===== config.mk =====
export PLATFORM = sky130hd
export DESIGN_NAME = double_addsub_q
export DESIGN_NICKNAME = d
export VERILOG_FILES = /design/src/rtl/double_addsub_q.sv
export SDC_FILE = /design/constraint.sdc
export NUM_CORES = 1
export LEC_CHECK = 0
export ABC_AREA = 1
export BUFFER_PORTS_ARGS = -buffer_cell sky130_fd_sc_hd__buf_2
export CAP_MARGIN = 10
export CORE_ASPECT_RATIO = 0.9
export CORE_UTILIZATION = 57
export DETAILED_ROUTE_END_ITERATION = 12
export PLACE_DENSITY = 0.79
export REMOVE_ABC_BUFFERS = 1
export SYNTH_ARGS = -nofsm -noshare
export SYNTH_HDL_FRONTEND = slang
export SYNTH_SLANG_ARGS = --single-unit

===== constraint.sdc =====
create_clock -name clock -period 10.2 [get_ports clock]
set_input_delay 1.02 -clock clock [delete_from_list [all_inputs] [get_ports clock]]
set_output_delay 1.02 -clock clock [all_outputs]
set_load 0.02 [all_outputs]

===== src/rtl/double_addsub_q.sv =====
// Request queue in front of a strobe/ack double-precision adder core.
// a+b or a-b (via sign flip of b) results are returned in FIFO order with the request tag.
module double_addsub_q #(
    parameter int DEPTH = 4,
    parameter int TAG_W = 4
) (
    input  logic                      clock,
    input  logic                      reset_n,
    input  logic [63:0]               a,
    input  logic [63:0]               b,
    input  logic                      sub,
    input  logic [TAG_W-1:0]          tag,
    input  logic                      ready_in,
    output logic                      full,
    output logic [$clog2(DEPTH):0]    count,
    output logic                      dropped,
    output logic [63:0]               out,
    output logic [TAG_W-1:0]          out_tag,
    output logic                      ready_out,
    output logic                      clk,
    output logic                      rst,
    output logic [63:0]               input_a,
    output logic [63:0]               input_b,
    output logic                      input_a_stb,
    output logic                      input_b_stb,
    output logic                      output_z_ack,
    input  logic [63:0]               output_z,
    input  logic                      output_z_stb,
    input  logic                      input_a_ack,
    input  logic                      input_b_ack
);

    localparam int PTR_W = $clog2(DEPTH);
    localparam int CNT_W = PTR_W + 1;

    typedef enum logic [1:0] {IDLE, SEND, WAIT_Z, DONE} state_t;

    state_t           state;
    logic [63:0]      q_a   [DEPTH];
    logic [63:0]      q_b   [DEPTH];
    logic [TAG_W-1:0] q_tag [DEPTH];
    logic [PTR_W-1:0] wr_ptr;
    logic [PTR_W-1:0] rd_ptr;
    logic [TAG_W-1:0] tag_r;
    logic             push;
    logic             pop;
    logic             a_done;
    logic             b_done;

    assign clk  = clock;
    assign rst  = ~reset_n;
    assign full = (count == CNT_W'(DEPTH));
    assign push = ready_in && !full;
    assign pop  = (state == IDLE) && (count != '0);

    // A strobe already dropped means that operand was accepted earlier.
    assign a_done = !input_a_stb || input_a_ack;
    assign b_done = !input_b_stb || input_b_ack;

    // Queue storage: subtraction is folded in as a sign flip of b.
    always_ff @(posedge clock) begin
        if (reset_n && push) begin
            q_a[wr_ptr]   <= a;
            q_b[wr_ptr]   <= {b[63] ^ sub, b[62:0]};
            q_tag[wr_ptr] <= tag;
        end
    end

    always_ff @(posedge clock) begin
        if (!reset_n) begin
            wr_ptr  <= '0;
            rd_ptr  <= '0;
            count   <= '0;
            dropped <= 1'b0;
        end else begin
            if (push) wr_ptr <= wr_ptr + PTR_W'(1);
            if (pop)  rd_ptr <= rd_ptr + PTR_W'(1);
            case ({push, pop})
                2'b10:   count <= count + CNT_W'(1);
                2'b01:   count <= count - CNT_W'(1);
                default: ;
            endcase
            if (ready_in && full) dropped <= 1'b1;
        end
    end

    // Core handshake sequencer; operands only change on the pop in IDLE.
    always_ff @(posedge clock) begin
        if (!reset_n) begin
            state        <= IDLE;
            input_a      <= '0;
            input_b      <= '0;
            tag_r        <= '0;
            input_a_stb  <= 1'b0;
            input_b_stb  <= 1'b0;
            output_z_ack <= 1'b0;
            out          <= '0;
            out_tag      <= '0;
            ready_out    <= 1'b0;
        end else begin
            case (state)
                IDLE: begin
                    if (pop) begin
                        input_a     <= q_a[rd_ptr];
                        input_b     <= q_b[rd_ptr];
                        tag_r       <= q_tag[rd_ptr];
                        input_a_stb <= 1'b1;
                        input_b_stb <= 1'b1;
                        state       <= SEND;
                    end
                end
                SEND: begin
                    if (input_a_ack) input_a_stb <= 1'b0;
                    if (input_b_ack) input_b_stb <= 1'b0;
                    if (a_done && b_done) begin
                        output_z_ack <= 1'b1;
                        state        <= WAIT_Z;
                    end
                end
                WAIT_Z: begin
                    if (output_z_stb) begin
                        out          <= output_z;
                        out_tag      <= tag_r;
                        output_z_ack <= 1'b0;
                        ready_out    <= 1'b1;
                        state        <= DONE;
                    end
                end
                DONE: begin
                    ready_out <= 1'b0;
                    state     <= IDLE;
                end
                default: state <= IDLE;
            endcase
        end
    end

endmodule


==> metrics, run 1 <==
status=finished clean; synth-to-layout area growth=17.0%; Clk Latency, worst-skew pair=roughly 0.72 ns; Buf/Inv on CP=3; Final Instance Count excl. Fillers=3568; DRC=0; PnR worst setup slack=3.69 ns; register area share after synthesis=72.1%; worst-path fanout max=2; syn avg cell area=between 10 and 15 µm²; met3 usage in global routing=7.49%; Critical Path Start Type=clock port; unrepaired setup endpoints after global routing=no; first-pass GRT wire length=just over 100000 µm; num ports=410; most used cell, CP=clkbuf_16; Logic pwr share=between 20% and 30%; vias in the first global route=18800; Crit Path Category=clock port to primary output; leakage power=~0.013 µW; Worst Tran Pin Value=1.15 ns; Place WS=between 3 and 4 ns; cts repair resizes=0; fraction of layout cells with a size suffix above 1=19.2%; initial antenna violation count=26; GRT met1 Usage=32.1%; hold slack=0.470 ns; P_int=approximately 6100 µW; Warnings, synthesis=0; tightest slew margin relative to the limit=23.5%; hold crit path type=flip-flop to flip-flop; count of buffers from port buffering=409; GPL Wtd Cong=roughly 0.84; Total Routing Usage GR=26.7%; final wirelength=67100 µm; post-detail-place hpwl=about 39000 µm; Die Y=212 µm; Final Hold Fails=0; Max Cap Violations=0; Die X-Extent=235 µm; drt pass-1 iters=5; largest net degree at the start of global routing=161; WP data required=9.18 ns; Vias per Instance=5.43; CP peak stage delay=about 0.15 ns; power per cell area=283 mW/mm²; Seq cells post-synth=742; Reg clk slew, reported paths=0.06 ns; Post-synth EDFFs=528; critical path cell sequence=clkbuf_16 -> clkbuf_16 -> buf_2; Final nets=3085; core area=0.0481 mm²; GRT busiest layer=met2; GRT met2 Usage=45.2%; drt wl/cell=around 19 µm; post-CTS setup buffer count=0; Synth Instances=2523; Rows=76; peak supply drop=0.000181 V; Synth cell types=25; sw frac=around a third; setup TNS=0 ns; Fin Clk Skew=0.0206 ns; clock power share=31.2%; Top FF cell, synth=edfxtp_1; antenna-violating nets left=0; Crit path max-delay family=buffers and inverters; crit path capture type=primary output; die area=0.0499 mm²; FILL cells=approximately 3500; Syn Std Cell Area=~0.028 mm²; Vias=19400; PnR Total Power=9260 µW; DR iter-0 viols=approximately 1600; Sw Pwr=3160 µW; critical path arrival=approximately 5.5 ns; CTS Hold Bufs=0; CTS tree=built; part of the power in registers=41.3%; final setup vio count=0; GRT Residual Overflow=0; Initial Util=58.1%; Inst Count DP=3419; post-synthesis async set-or-reset flop share=0%; Final Max Slew Viols=0; slowest CP cell=buf_2
-- Yosys cell counts (2+ instances only) --
master      n  area [µm²]
xor2_1      2        17.5
nand3_1     5        25.0
nand4_1     2        12.5
nor2_1    944        3540
ha_1       10         125
dfxtp_1   214        4280
a21oi_1    11        55.1
clkbuf_1   47         176
edfxtp_1  528       15900
buf_6      26         293
o21ai_1   260        1300
nand2_2     3        18.8
buf_4      29         218
o21ai_0   212        1060
nand2_1   148         556
inv_4       3        18.8
inv_1      21        78.8
buf_1       6        22.5
buf_2      46         230
-- cell families (layout without fill, tap and decap cells) --
kind of cell             count (synthesis)  after routing  synth area share (%)
XOR/XNOR                                 2              2                0.0627
buffers and inverters                  180            587                  3.74
AO/OA/AOI/OAI                          484            484                  8.68
flip-flops                             742            742                  72.1
adder cells (fa/ha/maj)                 11             11                 0.519
other                                    0             14                     0
AND/OR/NAND/NOR                       1104           1104                  14.9
-- worst min-delay path: stages (launching register included) --
cell     delay [ns]
dfxtp_1        0.31
inv_1          0.05
a21oi_1        0.06
-- registers in the layout, summed over array words and instances, names as in the netlist, 2 cells and up --
signal and cells:
state 2, q_b 256, out_tag 4, wr_ptr 2
out 64, count 3, q_a 256, rd_ptr 2
input_b 64, q_tag 16, input_a 64, tag_r 4
-- path summary, 6_finish.rpt --
kind                            startpoint   endpoint  slack (ns)  depth (start not counted)
worst max register to register    state[0]  rd_ptr[1]        6.70                          7
worst max-delay path                 clock        clk        3.69                          3
worst min-delay path               dropped    dropped        0.47                          2
worst min register to register     dropped    dropped        0.47                          2
-- power by group through the flow --
| stage | Clock (µW) | Combinational (µW) | Sequential, µW |
|---|---|---|---|
| 4_1_cts | 2930 | 2560 | 3820 |
| 2_1_floorplan | 0 | 1410 | 4190 |
| 3_3_place_gp | 9.16 | 2460 | 3870 |
| 3_5_place_dp | 9.16 | 2540 | 3880 |
| 5_1_grt | 3040 | 2830 | 3860 |
| 6_report | 2890 | 2540 | 3830 |
-- area by class of cell --
| class | count | area, µm² | share of cell area [%] |
|---|---|---|---|
| clock inverter | 33 | 439 | 1.34 |
| clock buffer | 103 | 2200 | 6.73 |
| multi-input combinational | 1601 | 6790 | 20.8 |
| tap | 624 | 781 | 2.39 |
| inverter | 25 | 106 | 0.325 |
| timing repair buffer | 426 | 2200 | 6.72 |
| sequential | 742 | 20100 | 61.6 |
| antenna | 14 | 35.0 | 0.107 |
-- metrics by stage --
stage          cell area, µm²  utilization (%)
4_1_cts                 32700             67.9
2_1_floorplan           27000                -
6_report                32700             68.0
5_1_grt                 32700             67.9
3_3_place_gp            30000             62.4
3_5_place_dp            30000             62.4
-- placed cells by master, fill, tap and decap left out, types with 5 or more instances in the layout --
| cell type | n |
|---|---|
| diode_2 | 14 |
| o21ai_1 | 260 |
| clkinv_2 | 9 |
| clkbuf_16 | 80 |
| nor2_1 | 940 |
| edfxtp_1 | 528 |
| bufinv_16 | 10 |
| nand3_1 | 5 |
| a21oi_1 | 11 |
| nand2_1 | 148 |
| o21ai_0 | 212 |
| buf_2 | 408 |
| buf_4 | 17 |
| inv_1 | 21 |
| dfxtp_1 | 212 |
| ha_1 | 10 |
| clkbuf_8 | 11 |
| clkbuf_1 | 10 |
-- layer usage --
| metal | up-vias | part of all wire, % |
|---|---|---|
| met4 | 24 | 3.4 |
| li1 | 9254 | - |
| met1 | 9154 | 39 |
| met2 | 776 | 49 |
| met5 | - | 0.21 |
| met3 | 158 | 8.5 |
Power figures use the tool's default switching activity.
==> run 2, diff against run 1 <==
--- a/config.mk
+++ b/config.mk
@@ -5,13 +5,13 @@
 export SDC_FILE = /design/constraint.sdc
 export NUM_CORES = 1
 export LEC_CHECK = 0
-export ABC_AREA = 1
+export ABC_AREA = 0
 export BUFFER_PORTS_ARGS = -buffer_cell sky130_fd_sc_hd__buf_2
 export CAP_MARGIN = 10
 export CORE_ASPECT_RATIO = 0.9
-export CORE_UTILIZATION = 57
+export CORE_UTILIZATION = 56
 export DETAILED_ROUTE_END_ITERATION = 12
-export PLACE_DENSITY = 0.79
+export PLACE_DENSITY = 0.78
 export REMOVE_ABC_BUFFERS = 1
 export SYNTH_ARGS = -nofsm -noshare
 export SYNTH_HDL_FRONTEND = slang
==> constraint.sdc (replaced) <==
create_clock -name clock -period 6.05 [get_ports clock]
set_input_delay 0.605 -clock clock [delete_from_list [all_inputs] [get_ports clock]]
set_output_delay 0.605 -clock clock [all_outputs]
set_load 0.02 [all_outputs]
==> run 2 against run 1 <==
Clock skew rose by 0.0017 ns. Area after synthesis fell by 6.5%. Flip-flop and latch count did not move. Cell area fell by 5.2%. Global-route usage fell by 3.0 points. Via count fell by 27%. Count of clock-buffer cells in the layout rose by 13. Final cell count fell by 31%. Total power rose by 51%. Clock power rose by 50%. Critical endpoint unchanged. Highest routed layer unchanged.
==> metrics, run 2 <==
Syn Std Cell Area=~0.026 mm²; status=finished clean; Final Hold Fails=0; post-detail-place hpwl=around 34000 µm; count leader, synth=edfxtp_1; count of buffers from port buffering=409; hold slack=slightly below 0.1 ns; num ports=410; Commonest cells post-synth=edfxtp_1 (528), dfxtp_1 (214), nand2_1 (144); DRC=0; final wirelength=56500 µm; register area share after synthesis=a little under 80%; GRT Residual Overflow=0; post-synthesis async set-or-reset flop share=0%; Crit Path Category=clock port to primary output; GPL Wtd Cong=0.845; cts repair resizes=0; peak supply drop=0.000339 V; core area=between 0.04 and 0.05 mm²; largest cells by area after synthesis=edfxtp_1 (61%), dfxtp_1 (16%), mux4_2 (11%), a22o_1 (4.4%), nand2_1 (2.1%); Rows=74; top flop regs=q_a x256, q_b x256; DR iter-0 viols=1048; CTS tree=built; Initial Util=57.1%; largest net degree at the start of global routing=98; Die Y=207 µm; initial antenna violation count=25; post-CTS setup buffer count=0; Max Cap Violations=0; tightest slew margin relative to the limit=between 20% and 30%; syn avg cell area=19.0 µm²; PnR worst setup slack=2.03 ns; Worst Tran Pin Value=1.05 ns; power per cell area=452 mW/mm²; Post-synth EDFFs=528; Fin Clk Skew=approximately 0.022 ns; worst-path fanout max=2; Reg clk slew, reported paths=approximately 0.06 ns; CTS Hold Bufs=0; R2R setup slack=3.15 ns; most common cell after layout, fill and taps aside=edfxtp_1; most frequent cells in the layout=edfxtp_1 (528), buf_2 (409), dfxtp_1 (212), nand2_1 (143); leakage power=0.0112 µW; Yosys top cell area share=60.7%; vias in the first global route=approximately 14000; synth-to-layout area growth=18.6%; Critical Path Start Type=clock port; unrepaired setup endpoints after global routing=no; Seq cells post-synth=between 700 and 800; critical path arrival=3.42 ns; die area=0.0475 mm²; Total Routing Usage GR=23.7%; Synth Instances=1374; final setup vio count=0; fraction of layout cells with a size suffix above 1=~36%; antenna-violating nets left=0; Clk Latency, worst-skew pair=0.72 ns; drt pass-1 iters=5; drt wl/cell=about 23 µm; Vias per Instance=5.71; Top FF cell, synth=edfxtp_1; Final nets=2005; WP data required=between 5 and 6 ns; hold crit path type=input pin to flip-flop; post-route cell area=0.0310 mm²; crit path capture type=primary output; setup TNS=0 ns; Post-DP Area=0.0286 mm²; Die X-Extent=230 µm; Vias=14100; Synth cell types=33; post-layout util=67.7%; Place WS=around 2.3 ns; first-pass GRT wire length=roughly 83000 µm; Warnings, synthesis=0; FILL cells=2967; Final Max Slew Viols=0; Synth area leader=edfxtp_1
[run 2: changes by cell type in the layout (fill, tap and decap cells not counted), moves of 24 or more]
| cell | previous run | this run |
|---|---|---|
| nor2_1 | 940 | 10 |
| o21ai_1 | 260 | 0 |
| o21ai_0 | 212 | 5 |
| a22o_1 | 0 | 132 |
| mux4_2 | 0 | 132 |
| a21oi_1 | 11 | 72 |
| clkbuf_1 | 10 | 34 |
[run 2: layout make-up]
cell class | count | area (µm²) | area share (%)
flip-flops and latches | 742 | 20100 | 65.0
multi-input cells | 535 | 5490 | 17.7
repair buffers | 426 | 2200 | 7.11
clock buffers | 116 | 2100 | 6.79
well taps | 608 | 761 | 2.46
clock inverters | 20 | 210 | 0.678
inverters | 11 | 41.3 | 0.133
diodes | 10 | 25.0 | 0.0808
[run 2: final timing paths]
path	depth (start not counted)	to	startpoint
max	3	clk	clock
min	1	q_a[0][43]	a[43]
max reg2reg	4	q_b[0][60]	count[0]
min reg2reg	2	out[9]	out[9]
[run 2: metrics by stage]
stage               total power, µW  cells
finish                        14000   2468
global route                  14600   2464
CTS                           14100   2458
detailed placement             9810   2323
global placement               9730   2323
floorplan                      8790   1288
[run 2: logic make-up after synthesis]
logic type	Yosys count	share of synthesized area, %
flops	742	77.1
compound gates	216	6.12
xor+xnor	6	0.201
simple gates	166	2.50
mux	136	11.5
buf+inv	97	1.96
fa+ha+maj	11	0.556
[run 2: report_power, final]
group	total, µW	switching, µW	internal [µW]
combinational	3110	1870	1250
sequential	6560	407	6160
clock	4340	1840	2500
total	14000	4120	9900
[run 2: worst max-delay path, cell delays in order]
cell       delay [ns]
clkbuf_16        0.12
clkbuf_16        0.13
buf_2            0.15
[run 2: layer usage]
metal,vias up,global-route usage (%),wire length [µm]
li1,6277,-,-
met1,7080,29.0,21300
met2,576,39.9,29100
met3,125,7.35,4340
met4,24,8.79,1550
met5,-,0,160
==> run 3, diff against run 2 <==
--- a/config.mk
+++ b/config.mk
@@ -5,13 +5,13 @@
 export SDC_FILE = /design/constraint.sdc
 export NUM_CORES = 1
 export LEC_CHECK = 0
-export ABC_AREA = 0
+export ABC_AREA = 1
 export BUFFER_PORTS_ARGS = -buffer_cell sky130_fd_sc_hd__buf_2
 export CAP_MARGIN = 10
 export CORE_ASPECT_RATIO = 0.9
-export CORE_UTILIZATION = 56
+export CORE_UTILIZATION = 51
 export DETAILED_ROUTE_END_ITERATION = 12
-export PLACE_DENSITY = 0.78
+export PLACE_DENSITY = 0.74
 export REMOVE_ABC_BUFFERS = 1
 export SYNTH_ARGS = -nofsm -noshare
 export SYNTH_HDL_FRONTEND = slang
==> constraint.sdc (replaced) <==
create_clock -name clock -period 3.6 [get_ports clock]
set_input_delay 0.36 -clock clock [delete_from_list [all_inputs] [get_ports clock]]
set_output_delay 0.36 -clock clock [all_outputs]
set_load 0.02 [all_outputs]
==> run 3 against run 2 <==
The flow now finishes with violations (max-slew violations). Critical endpoint unchanged. Core utilization is 3.4 points lower. Worst hold slack lost 0.044 ns. Largest cell class unchanged. Highest routed layer unchanged. Routed wire length grew 25%. Sequential power grew 62%. First-iteration DRC count rose by 74%. Flip-flop and latch count did not move. Cell area is 13% higher. Count of clock-buffer cells in the layout shrank 1. Largest power group unchanged. Non-clock buffer count grew 201. Die area grew 17%. Combinational power grew to 2.5 times the previous value.
==> metrics, run 3 (synthesis results as in run 1) <==
count of buffers from port buffering=409; GPL Wtd Cong=slightly above 0.9; Final Hold Fails=0; worst-path fanout max=2; hold crit path type=input pin to flip-flop; tightest slew margin relative to the limit=-8.12%; failing checks=max-slew violations; cts repair resizes=0; most common cell after layout, fill and taps aside=nor2_1; Final nets=3289; crit path capture type=primary output; PnR Total Power=26500 µW; multi-input logic area=0.00680 mm²; GRT Residual Overflow=0; top flop regs=q_a x256, q_b x256; highest routed metal layer=met5; post-layout util=64.3%; Rows=around 80; leakage power=between 0.01 and 0.015 µW; status=complete, but fails checks; synth-to-layout area growth=24.8%; power per cell area=about 760 mW/mm²; post-detail-place hpwl=37900 µm; critical path cell sequence=clkbuf_16 -> clkbuf_16 -> buf_2; CP peak stage delay=about 0.15 ns; Die Y=224 µm; metal3 WL=5420 µm; final wirelength=just over 70000 µm; fraction of layout cells with a size suffix above 1=17.9%; Vias=20300; first-pass GRT wire length=107000 µm; CTS tree=built; critical path arrival=2.19 ns; drt pass-1 iters=6; antenna-violating nets left=0; post-route cell area=0.0349 mm²; vias in the first global route=19600; Max Cap Violations=0; Fin Clk Skew=0.0197 ns; DRC=0; die area=0.0557 mm²; core area=0.0542 mm²; most used cell, CP=clkbuf_16; Die X-Extent=249 µm; Final Max Slew Viols=115; peak supply drop=0.000856 V; Reg clk slew, reported paths=roughly 0.06 ns; WP data required=3.24 ns; Initial Util=51.5%; initial antenna violation count=10; Crit Path Category=clock port to primary output; Total Routing Usage GR=24.7%; Reg area=0.0201 mm²; Post-DP Area=0.0303 mm²; Met1 Routed Length=28300 µm; Critical Path Start Type=clock port; Worst Tran Pin Value=between 1.5 and 2 ns; most frequent cells in the layout=nor2_1 (940), edfxtp_1 (528), buf_2 (408), o21ai_1 (260); num ports=~400; routed wl met2=around 34000 µm; Vias per Instance=5.28; drt wl/cell=about 18 µm; largest net degree at the start of global routing=266; slowest CP cell=buf_2; unrepaired setup endpoints after global routing=no; Clk Latency, worst-skew pair=0.74 ns; final setup vio count=0; DR iter-0 viols=around 1800; FILL cells=3930
-- run 3: cell types whose count changed in the layout (fill, tap and decap cells not counted), moves of 10 or more --
cell,previous run,this run
a21oi_1,72,11
inv_1,10,21
nor2_1,10,940
mux4_2,132,0
dlygate4sd3_1,0,195
buf_12,2,13
a22o_1,132,0
clkbuf_1,34,24
o21ai_0,5,212
o21ai_1,0,260
-- run 3: repair_timing --
item,CTS,global route
endpoints found under the hold margin,590,0
hold buffers,195,0
setup buffers,0,0
-- run 3: worst max-delay path, delay by kind of cell --
family,cells,cell delay (ns)
buf+inv,3,0.40
-- run 3: layout make-up --
cell class                 count  share of cell area, %
sequential                   742                   57.8
clock inverter                26                  0.990
tap                          705                   2.53
clock buffer                 115                   6.41
multi-input combinational   1601                   19.5
inverter                      25                  0.305
antenna                        6                 0.0431
timing repair buffer         627                   12.5
-- run 3: path summary, 6_finish.rpt --
path | start | to | slack, ns | cells after the start
setup reg to reg | count[0] | q_b[1][28] | 1.20 | 5
hold reg to reg | dropped | dropped | 0.45 | 2
hold / removal | output_z[50] | out[50] | 0.05 | 3
setup / recovery | clock | clk | 1.05 | 3
-- run 3: report_power, final --
group	internal (µW)	switching, µW	leakage [µW]
clock network	4810	3210	0.00126
logic	2360	5450	0.00585
registers	10200	441	0.00655
total	17400	9100	0.0137
-- run 3: routing by layer --
| metal | vias to the layer above | global-route usage (%) |
|---|---|---|
| met1 | 9718 | 30.5 |
| met5 | - | 0 |
| met4 | 12 | 9.52 |
| li1 | 9646 | - |
| met2 | 793 | 41.8 |
| met3 | 160 | 6.39 |
-- run 3: per-stage QoR --
| stage | worst slack [ns] | hold slack [ns] | cells | setup TNS [ns] |
|---|---|---|---|---|
| 4_1_cts | 1.04 | 0.00956 | 3841 | 0 |
| 3_5_place_dp | 1.22 | 0.441 | 3506 | 0 |
| 3_3_place_gp | 1.23 | 0.434 | 3506 | 0 |
| 2_1_floorplan | -4.49 | 0.360 | 2368 | -2370.02 |
| 5_1_grt | 1.04 | 0.00505 | 3844 | 0 |
| 6_report | 1.05 | 0.0546 | 3847 | 0 |
